[src/rtl/divider_pkg.sv]
`default_nettype none
// ==================================================================
// divider_pkg : shared FSM state type and default operand width
// Rev 1.0
// ==================================================================
package divider_pkg;

    localparam int unsigned c_DEFAULT_WIDTH = 8;

    typedef enum logic [1:0] {
        IDLE = 2'd0,
        BUSY = 2'd1,
        DONE = 2'd2
    } div_state_e;

endpackage
`default_nettype wire

[src/rtl/div_step.sv]
`default_nettype none
// ==================================================================
// div_step : one restoring-division iteration (compare, subtract, q bit)
// Rev 1.0
// ==================================================================
module div_step
    import divider_pkg::*;
#(
    parameter int WIDTH = c_DEFAULT_WIDTH
) (
    input  logic [WIDTH-1:0] rem_i,
    input  logic             bit_i,
    input  logic [WIDTH-1:0] divisor_i,
    output logic [WIDTH-1:0] rem_o,
    output logic             q_o
);

    logic [WIDTH:0]   w_trial;
    logic [WIDTH-1:0] w_diff;

    assign w_trial = {rem_i, bit_i};
    assign q_o     = (w_trial >= {1'b0, divisor_i});
    // rem_i < divisor_i always holds, so a successful subtract fits in WIDTH bits
    assign w_diff  = w_trial[WIDTH-1:0] - divisor_i;
    assign rem_o   = q_o ? w_diff : w_trial[WIDTH-1:0];

endmodule
`default_nettype wire

[src/rtl/restoring_divider_8.sv]
`default_nettype none
// ==================================================================
// restoring_divider_8 : sequential restoring divider, 2W / W -> W, W cycles
// Rev 1.0
// ==================================================================
module restoring_divider_8
    import divider_pkg::*;
#(
    parameter int WIDTH = c_DEFAULT_WIDTH
) (
    input  logic               clk,
    input  logic               rst,
    input  logic               in_valid,
    output logic               in_ready,
    input  logic [2*WIDTH-1:0] dividend,
    input  logic [WIDTH-1:0]   divisor,
    output logic               out_valid,
    input  logic               out_ready,
    output logic [WIDTH-1:0]   quotient,
    output logic [WIDTH-1:0]   remainder,
    output logic               overflow
);

    localparam int                c_CNT_W = (WIDTH > 1) ? $clog2(WIDTH) : 1;
    localparam logic [c_CNT_W-1:0] c_LAST = c_CNT_W'(WIDTH - 1);

    div_state_e         state_q;
    logic               in_ready_q;
    logic               out_valid_q;
    logic               overflow_q;
    logic [WIDTH-1:0]   quo_q;
    logic [WIDTH-1:0]   rem_q;
    logic [WIDTH-1:0]   dvsr_q;
    logic [WIDTH-1:0]   dvd_lo_q;
    logic [c_CNT_W-1:0] cnt_q;

    logic [WIDTH-1:0]   w_rem_next;
    logic               w_q_bit;

    div_step #(
        .WIDTH     (WIDTH)
    ) u_step (
        .rem_i     (rem_q),
        .bit_i     (dvd_lo_q[WIDTH-1]),
        .divisor_i (dvsr_q),
        .rem_o     (w_rem_next),
        .q_o       (w_q_bit)
    );

    always_ff @(posedge clk or posedge rst) begin
        if (rst) begin
            state_q     <= IDLE;
            in_ready_q  <= 1'b1;
            out_valid_q <= 1'b0;
            overflow_q  <= 1'b0;
            quo_q       <= '0;
            rem_q       <= '0;
            dvsr_q      <= '0;
            dvd_lo_q    <= '0;
            cnt_q       <= '0;
        end else begin
            case (state_q)
                IDLE: begin
                    if (in_valid) begin
                        dvsr_q     <= divisor;
                        cnt_q      <= '0;
                        in_ready_q <= 1'b0;
                        // A high half >= divisor means the quotient cannot fit in WIDTH bits
                        if ((divisor == '0) || (dividend[2*WIDTH-1:WIDTH] >= divisor)) begin
                            quo_q       <= '1;
                            rem_q       <= '0;
                            overflow_q  <= 1'b1;
                            out_valid_q <= 1'b1;
                            state_q     <= DONE;
                        end else begin
                            quo_q      <= '0;
                            rem_q      <= dividend[2*WIDTH-1:WIDTH];
                            dvd_lo_q   <= dividend[WIDTH-1:0];
                            overflow_q <= 1'b0;
                            state_q    <= BUSY;
                        end
                    end
                end
                BUSY: begin
                    rem_q    <= w_rem_next;
                    quo_q    <= {quo_q[WIDTH-2:0], w_q_bit};
                    dvd_lo_q <= {dvd_lo_q[WIDTH-2:0], 1'b0};
                    cnt_q    <= cnt_q + 1'b1;
                    if (cnt_q == c_LAST) begin
                        cnt_q       <= '0;
                        out_valid_q <= 1'b1;
                        state_q     <= DONE;
                    end
                end
                DONE: begin
                    if (out_ready) begin
                        out_valid_q <= 1'b0;
                        in_ready_q  <= 1'b1;
                        state_q     <= IDLE;
                    end
                end
                default: begin
                    out_valid_q <= 1'b0;
                    in_ready_q  <= 1'b1;
                    state_q     <= IDLE;
                end
            endcase
        end
    end

    assign in_ready  = in_ready_q;
    assign out_valid = out_valid_q;
    assign quotient  = quo_q;
    assign remainder = rem_q;
    assign overflow  = overflow_q;

endmodule
`default_nettype wire

[config.mk]
export PLATFORM = sky130hd
export DESIGN_NAME = restoring_divider_8
export DESIGN_NICKNAME = d
export VERILOG_FILES = /design/src/rtl/divider_pkg.sv /design/src/rtl/div_step.sv /design/src/rtl/restoring_divider_8.sv
export SDC_FILE = /design/constraint.sdc
export NUM_CORES = 1
export LEC_CHECK = 0
export ABC_AREA = 1
export CAP_MARGIN = 0
export CORE_ASPECT_RATIO = 0.9
export CORE_MARGIN = 5
export CORE_UTILIZATION = 53
export DETAILED_ROUTE_END_ITERATION = 16
export GPL_TIMING_DRIVEN = 0
export PLACE_DENSITY = 0.78
export RECOVER_POWER = 50
export SETUP_SLACK_MARGIN = 0.4
export SYNTH_ARGS = -nofsm -noshare
export SYNTH_HDL_FRONTEND = slang
export SYNTH_SLANG_ARGS = --single-unit
[constraint.sdc]
create_clock -name clk -period 1.96 [get_ports clk]
set_input_delay 0.392 -clock clk [delete_from_list [all_inputs] [get_ports clk]]
set_output_delay 0.392 -clock clk [all_outputs]
set_load 0.01 [all_outputs]
# ---- Yosys cells after proc, flatten, opt, wreduce, memory -nomap -nowiden
# Cells that the tools add are included.
dict set report totals {
  memories 0
  latch_bits 0
  regBits 40
  out_inout_bits 19
  input_bits 28
  elab_cells 59
  mem_bits_ro 0
  ramBits 0
}
dict set report classes {
  muxes 27
  n_lt_le_gt_ge 2
  n_div 0
  n_shift 0
  multipliers 0
  bitwise 1
  eq_ne 8
  add_sub_neg 2
  reduce_logical 10
}
# operator count
set ops {}
lappend ops {{two-way mux 8 bit} 7}
lappend ops {{case mux 8 bit (2 select lines)} 3}
lappend ops {{inequality test 2 bit, second input constant} 5}
lappend ops {{>= comparator 9 x 8 -> 1 bit} 1}
lappend ops {{AND reduction 3 bit} 3}
lappend ops {{>= comparator 8 bit} 1}
lappend ops {{zero test 8 bit} 1}
lappend ops {{two-way mux 2 bit} 4}
lappend ops {{subtractor 8 bit} 1}
lappend ops {{two-way mux 1 bit} 7}
lappend ops {{two-way mux 3 bit} 2}
lappend ops {{case mux 1 bit (3 select lines)} 2}
lappend ops {{case mux 2 bit (3 select lines)} 1}
lappend ops {{case mux 3 bit (2 select lines)} 1}
lappend ops {{AND reduction 2 bit} 2}
lappend ops {{AND reduction 4 bit} 1}
lappend ops {{adder 3 x 1 -> 3 bit, second input constant} 1}
lappend ops {{equality test 3 bit, second input constant} 1}
lappend ops {{equality test 2 x 1 -> 1 bit, second input constant} 1}
lappend ops {{equality test 2 bit, second input constant} 1}
lappend ops {{zero test 2 bit} 1}
lappend ops {{nonzero test 2 bit} 1}
lappend ops {{logical OR 1 bit} 1}
lappend ops {{inverter 1 bit} 1}

# ---- Logic depth before layout (Yosys ltp)
# Gate-level depths: netlist of the first run.
dict set report depth {
  ltp_word 5
  mapped_depth 16
  ltp_nobuf 16
}

# ---- Cells and area by module
# From an unflattened synthesis of the first run, not the netlist that was laid out.
dict set report hier_totals {
  hier_cells 360
  hier_area_um2 2712.6
}
# mod cells_per_inst seq_area_each_um2 area_per_inst_um2 instances
set by_module_without_submodules {}
lappend by_module_without_submodules {restoring_divider_8 254 1002.2 2107.0 1}
lappend by_module_without_submodules {div_step 106 0.0 605.6 1}

# ---- Worst setup path before layout of the first run
# No wires, ideal clock.
dict set report synth_path {
  path_kind {register to register}
  from {register rem_q[2], in the netlist remainder[2]}
  to {register rem_q[7], in the netlist remainder[7]}
  setup_slack_ps 180
  stages_incl_launch_ff 14
  arrival_ps 1664
  setup_ps 117
  path_buffers 0
  synth_period_minus_slack_ps 1780
  path_cell_list {dfrtp_1 -> ha_1 -> nand2_1 -> inv_1 -> nand2_1 -> nand2_1 -> nand2_1 -> nand4_1 -> nand2_1 -> nand2_1 -> nand2_1 -> nand2_1 -> nand2_1 -> nand2_1}
}
dict set report synth_between {
  elab_chain_len 3
  elab_cells_between_ends 4
  cone_classes {1 x add/sub; 1 x order compare; 2 x mux}
}
# element line
set synth_rtl {}
lappend synth_rtl {{start: declaration} restoring_divider_8.sv:32} ;# logic [WIDTH-1:0] rem_q;
lappend synth_rtl {{start signal: assignment} restoring_divider_8.sv:77} ;# rem_q <= dividend[2*WIDTH-1:WIDTH];
lappend synth_rtl {{start signal: assignment} restoring_divider_8.sv:85} ;# rem_q <= w_rem_next;
lappend synth_rtl {{subtractor 8 bit or >= comparator 9 x 8 -> 1 bit (tied branches)} {div_step.sv:24, div_step.sv:22}}
lappend synth_rtl {{two-way mux 8 bit (*)} div_step.sv:25} ;# assign rem_o = q_o ? w_diff : w_trial[WIDTH-1:0];
lappend synth_rtl {{case mux 8 bit (2 select lines) (*)} restoring_divider_8.sv:62} ;# case (state_q)
# Mark *: on every way between the ends. The rest lies on a longest branch, timed or not.
# A chain may end at the register's enable or synchronous reset.

# ---- Worst setup path after layout of the first run
dict set report layout_path {
  from {register rem_q[1], in the netlist remainder[1]}
  to {register rem_q[4], in the netlist remainder[4]}
}
# The elaborated chain is that of the path after synthesis.

==> results.txt, run 1 <==
Die ar. -> 6340 sq um
Critical path arrival -> 1970 ps
Clk slew on worst S/H paths -> 80 ps
Unrepaired setup endpoints after global routing -> yes
First-pass GRT wire length -> 11400 um
Final core utilization -> 81.3%
Final slew viol count -> 0
Clk sinks -> 40
WS Path Type -> register to register
Initial cell density of the core -> 53.8%
Critical Path Slowest Stage Cell -> dfrtp_2
Synth Register Bits -> 40
IO buf count -> 46
Layout area overhead -> 51.1%
Synth Area in XOR/XNOR -> 1.02%
TNS Setup -> 0 ps
FF-to-FF End -> remainder[4]
Setup violations, final -> 0
Slowest cell delay on critical path -> 440 ps
Antenna violations before repair -> 0
CP Cell Sequence -> ha_4, nand2_1, nand2_1, nand2_2, nand2_1, nand2_1, nand4_1, buf_6, nand2_1, nand3_1, nand2_1, nand2_1, nand2_1
Critical Path RT -> 2150 ps
Cts bufs inserted -> 5
R2R Setup Slk -> 190 ps
Min-Delay Path Depth -> 3
Max VDD drop -> 0.00116 V
Synthesized area -> 2570 sq um
Die width -> 83.4 um
CP dominant cell by count -> nand2_1
Status -> finished, final reports clean
Netlist cell types -> 32
Post-synthesis sequential area ratio -> 39.0%
Grt ovf -> 0
Pre-Repair DR Iteration Count -> 5
Hold Crit Start -> divisor[5]
CTS tree -> yes
DP Cell Count -> 457
Crit path capture type -> register
Htree depth -> 2
Synth top area cells -> dfrtp_1, nand2_1, ha_1
HP Class -> primary input to register
Core area -> 4770 sq um
Vias -> 2651
Synth Area in Adders -> 9.55%
Crit-path max FO -> 9
Vias in the first global route -> 2400
Via-per-instance ratio -> 5.34
Simple-gate area share of the yosys netlist -> 29.2%
FF-to-FF path depth -> 13
Final Hold Viols -> 0
DIE HEIGHT -> 76.0 um
Cell taking the most area after synthesis -> dfrtp_1
Fin worst setup slack -> 188 ps
Rel. slew slack -> 44.7%
Cell Count, Final, Fillers Out -> 496
1st-iter DRT viols -> 168
Startpoint types -> register
Post-route ant nets -> 0
GRT Total Usage -> 22.2%
Largest family of logic cells by synthesized area -> simple AND/OR/NAND/NOR gates
Routed len/inst -> 14.8 um
Layout cells sized above 1 -> 37.4%
Antenna cells -> 0
Worst slew pin tran -> 828 ps
Clk_lat worst skew -> 300 ps
Mapped Cells -> 346
CTS root buf -> clkbuf_8
DP Wirelength -> 4820 um
# fillers -> 311
Syn Nets -> 393
Fmax -> 564 MHz
Cell Pwr Density -> 1790 nW/um^2
Largest net degree at the start of global routing -> 41
Place WS -> -483 ps
Leak -> 1.92 nW
Routability cong. -> 0.839
Warnings from Yosys -> 0
Share of the synthesized area in the top cell type -> 38.0%
Worst R2R Start -> remainder[1]
Boundary Pins -> 47
DRC viols -> 0
WHS -> 364 ps
Worst-case hold path end point -> dvsr_q[5]
Max-capacitance violation count -> 0
Total Routed Length -> 7330 um
Syn_area_per_cell -> 7.42 sq um
Compound-Gate Fraction of Synth Area -> 8.58%
Mux share of post-synthesis cell area -> 2.73%
CTS Buffer Depth -> 2
Period minus WS final -> 1770 ps
Clk_skew -> 7.47 ps
Nets -> 477
Site Rows -> 24
Period utilization -> 90.4%
cells by family after synthesis:
group	count (synthesis)
flops	40
buf+inv	61
compound gates	39
xor+xnor	3
fa+ha+maj	19
mux	7
simple gates	177
stage by stage:
stage	power, W	instance area, sq um
after floorplan	0.00428	2840
after global placement	0.00531	3380
after detailed placement	0.00541	3380
after CTS	0.00634	3670
after global routing	0.00749	3880
final	0.00693	3880
synthesized netlist by cell type (all sizes together):
library cell / n
o22ai: 4
o21ai: 25
fa: 1
a21oi: 6
dfrtp: 39
nand3: 31
ha: 18
buf: 9
nor2: 24
and2: 1
dfstp: 1
xor2: 3
nor3: 1
or2: 2
nand2: 111
a21o: 1
a22o: 2
mux2i: 7
nand4: 6
clkbuf: 1
nand3b: 1
o21a: 1
inv: 51
routing by layer:
metal	up-vias	global-route usage (%)	wire length (um)
met5	-	0	0
met1	1249	30.0	3170
li1	1273	-	-
met3	21	5.19	463
met2	108	34.6	3500
met4	0	8.50	195
report_power, final:
part           internal, W  leakage (nW)  switching (W)
Clock             0.000249        0.0412       0.000300
Combinational      0.00216          1.40        0.00264
Sequential         0.00125         0.484       0.000334
final cells by class:
| cell class | instances | area [sq um] | share of cell area (%) |
|---|---|---|---|
| Clock buffer | 6 | 72.6 | 1.87 |
| Sequential cell | 40 | 1010 | 26.1 |
| Clock inverter | 2 | 12.5 | 0.322 |
| Inverter | 51 | 240 | 6.19 |
| Timing Repair Buffer | 77 | 664 | 17.1 |
| Tap cell | 65 | 81.3 | 2.10 |
| Multi-Input combinational cell | 245 | 1720 | 44.2 |
| Buffer | 10 | 80.1 | 2.06 |
worst max-delay path, delay by kind of cell, from the launching register on:
kind,cells,cell delay (ps)
simple gates,11,780
flops,1,440
fa+ha+maj,1,310
buf+inv,1,140
placed cells by master, fill, tap and decap left out, types with 5 or more instances in the layout:
cell and count:
o21ai_1 5, dlygate4sd2_1 19, clkdlybuf4s50_1 10, nand4_1 6, inv_2 10, buf_2 7, mux2i_1 7, clkbuf_8 5
nand3_1 23, o21ai_2 8, nor2_2 5, nor2_1 15, nand2_2 19, nand3_2 6, dfrtp_1 31, dfrtp_2 8
nand2_1 88, ha_4 14, buf_4 28, o21ai_0 11, buf_6 15, inv_1 33
worst max path at each step:
stage | slack, ps | start | to | cells past startpoint
final | 190 | remainder[1] | remainder[4] | 13
after global routing | 90 | remainder[1] | remainder[4] | 13
after detailed placement | -480 | divisor[7] | remainder[7] | 12
after global placement | -460 | divisor[7] | remainder[7] | 12
after CTS | 240 | remainder[5] | remainder[5] | 11
after floorplan | 320 | remainder[2] | remainder[7] | 13
registers in the layout, indices dropped and copies added, names as in the netlist:
| register | count |
|---|---|
| cnt_q | 3 |
| state_q | 2 |
| overflow | 1 |
| dvd_lo_q | 8 |
| in_ready | 1 |
| quotient | 8 |
| dvsr_q | 8 |
| remainder | 8 |
| out_valid | 1 |
repair_timing:
item	4_1_cts	5_1_grt
resized for setup	97	74
buffers inserted	16	13
endpoints found under the setup margin	48	29
cloned	2	0
hold buffers	0	0
pin swaps	10	21
(Power assumes the default switching activity.)
==> inputs of run 2 (changes only) <==
Settings changed: CORE_ASPECT_RATIO 0.9 to default.
==> run 2 against run 1 <==
Against the previous run: sequential cell count did not move; setup slack worse by 22 ps; clock power is 2% higher; combinational power is 8.3% higher; critical path depth decreased by 2; global-route usage increased by 2.4 points; cell count grew 1.6%.
==> results.txt, run 2 (synthesis results as in run 1) <==
Htree depth -> 2 (unchanged)
HP Class -> primary input to register
Post-route ant nets -> 0 (unchanged)
Most common cell after layout, fill and taps aside -> nand2_1
Core area -> 4720 sq um (-1.1%)
DP Wirelength -> 5050 um (+4.9%)
DIE HEIGHT -> 79.6 um (+4.7%)
Clk slew on worst S/H paths -> 80 ps (about the same)
Vias -> 2641 (-0.38%)
Hold-fix buffers at CTS -> 0 (unchanged)
Critical Path RT -> 2150 ps (about the same)
Cts bufs inserted -> 5 (unchanged)
Routability cong. -> 0.832 (-0.76%)
Cell Pwr Density -> 1880 nW/um^2 (+5.1%)
FF-to-FF path depth -> 11 (-2)
Worst slew pin tran -> 866 ps (+37.6 ps)
Fmax -> 557 MHz (-1.2%)
Cell Count, Final, Fillers Out -> 504 (+1.6%)
Period utilization -> 91.5% (+1.1 points)
Critical path arrival -> 1980 ps (about the same)
Grt ovf -> 0 (unchanged)
Final Hold Viols -> 0 (unchanged)
Clk sinks -> 40 (unchanged)
CTS Buffer Depth -> 2 (unchanged)
Boundary Pins -> 47 (unchanged)
Most frequent cells in the layout -> nand2_1, buf_4, inv_1
Routed len/inst -> 15.1 um (+2.2%)
Clk_skew -> 11.1 ps (+3.66 ps)
WS Path Type -> register to register
DRC viols -> 0 (unchanged)
Vias in the first global route -> 2500 (+4.2%)
GRT Total Usage -> 24.6% (+2.4 points)
Startpoint types -> register
WHS -> 379 ps (+14.9 ps)
Antenna violations before repair -> 0 (unchanged)
Critical Path Slowest Stage Cell -> dfrtp_2
First-pass GRT wire length -> 12000 um (+5.4%)
Clk_lat worst skew -> 300 ps (about the same)
Min-Delay Path Depth -> 3 (unchanged)
Final slew viol count -> 0 (unchanged)
Max-capacitance violation count -> 0 (unchanged)
Via-per-instance ratio -> 5.24 (-2.0%)
Crit-path max FO -> 4 (-5)
Pre-Repair DR Iteration Count -> 4 (-1)
Largest net degree at the start of global routing -> 41 (unchanged)
1st-iter DRT viols -> 161 (-4.2%)
Die width -> 79.6 um (-4.5%)
Status -> finished, final reports clean
CP dominant cell by count -> nand2_2
CTS tree -> yes
Die ar. -> 6340 sq um (about the same)
Crit path capture type -> register
CTS root buf -> clkbuf_8
Site Rows -> 25 (+4.2%)
Nets -> 483 (+1.3%)
Unrepaired setup endpoints after global routing -> yes
Rel. slew slack -> 42.2% (-2.5 points)
Period minus WS final -> 1790 ps (+21.9 ps)
Setup violations, final -> 0 (unchanged)
CP Cell Sequence -> ha_4, nand2_4, inv_2, nand2_2, nand2_2, nand2_2, nand4_1, buf_4, buf_6, nor2_2, o21ai_1
Max VDD drop -> 0.00103 V (-11%)
Total Routed Length -> 7610 um (+3.8%)
IO buf count -> 46 (unchanged)
Initial cell density of the core -> 54.4% (+0.58 points)
Leak -> 1.94 nW (+1.2%)
DP Cell Count -> 459 (+0.44%)
Slowest cell delay on critical path -> 440 ps (about the same)
Layout area overhead -> 52.2%
Layout cells sized above 1 -> 40.3% (+2.9 points)
Antenna cells -> 0 (unchanged)
[run 2: worst max-delay path, delay by kind of cell, from the launching register on]
family          cells  cell delay [ps]
fa+ha+maj           1              250
flops               1              440
buf+inv             3              350
simple gates        6              550
compound gates      1               80
[run 2: area by class of cell]
type | instances | area (sq um)
multi-input cells | 245 | 1730
flip-flops and latches | 40 | 1010
fillers | 300 | 816
repair buffers | 83 | 674
inverters | 51 | 236
well taps | 67 | 83.8
plain buffers | 10 | 80.1
clock buffers | 6 | 72.6
clock inverters | 2 | 12.5
[run 2: layer usage]
layer | vias to the layer above | global-route usage, % | wire length [um]
met3 | 19 | 4.63 | 451
met5 | - | 0 | 0
met2 | 89 | 41.4 | 3740
met4 | 0 | 8.42 | 181
li1 | 1282 | - | -
met1 | 1251 | 31.7 | 3240
[run 2: metrics by stage]
stage	util (%)	area, sq um	setup TNS [ps]	worst slack, ps	total power (W)
CTS	78.0	3680	0	226	0.00661
floorplan	-	2840	0	322	0.00428
global route	82.7	3910	0	38.8	0.00793
detailed placement	71.7	3390	-12280	-521	0.00541
finish	82.7	3910	0	166	0.00733
global placement	71.7	3390	-22650	-478	0.00532
[run 2: power breakdown]
part	total (W)	switching [W]	leakage, nW	internal (W)
sequential	0.00157	0.000325	0.482	0.00125
clock	0.000559	0.000310	0.0412	0.000249
combinational	0.00520	0.00285	1.42	0.00235
[run 2: final timing paths]
check	from	to	slack (ps)
min in group asynchronous	rst	quotient[1]	730
max in group asynchronous	rst	state_q[0]	620
max reg2reg	remainder[2]	quotient[0]	170
max	remainder[2]	quotient[0]	170
min reg2reg	overflow	overflow	490
min	divisor[5]	dvsr_q[5]	380
[run 2: what timing repair did]
action / 4_1_cts / 5_1_grt
setup endpoints to repair: 48 / 29
cloned: 3 / 0
setup buffers: 21 / 13
pin swaps: 32 / 17
gates resized for setup: 117 / 57
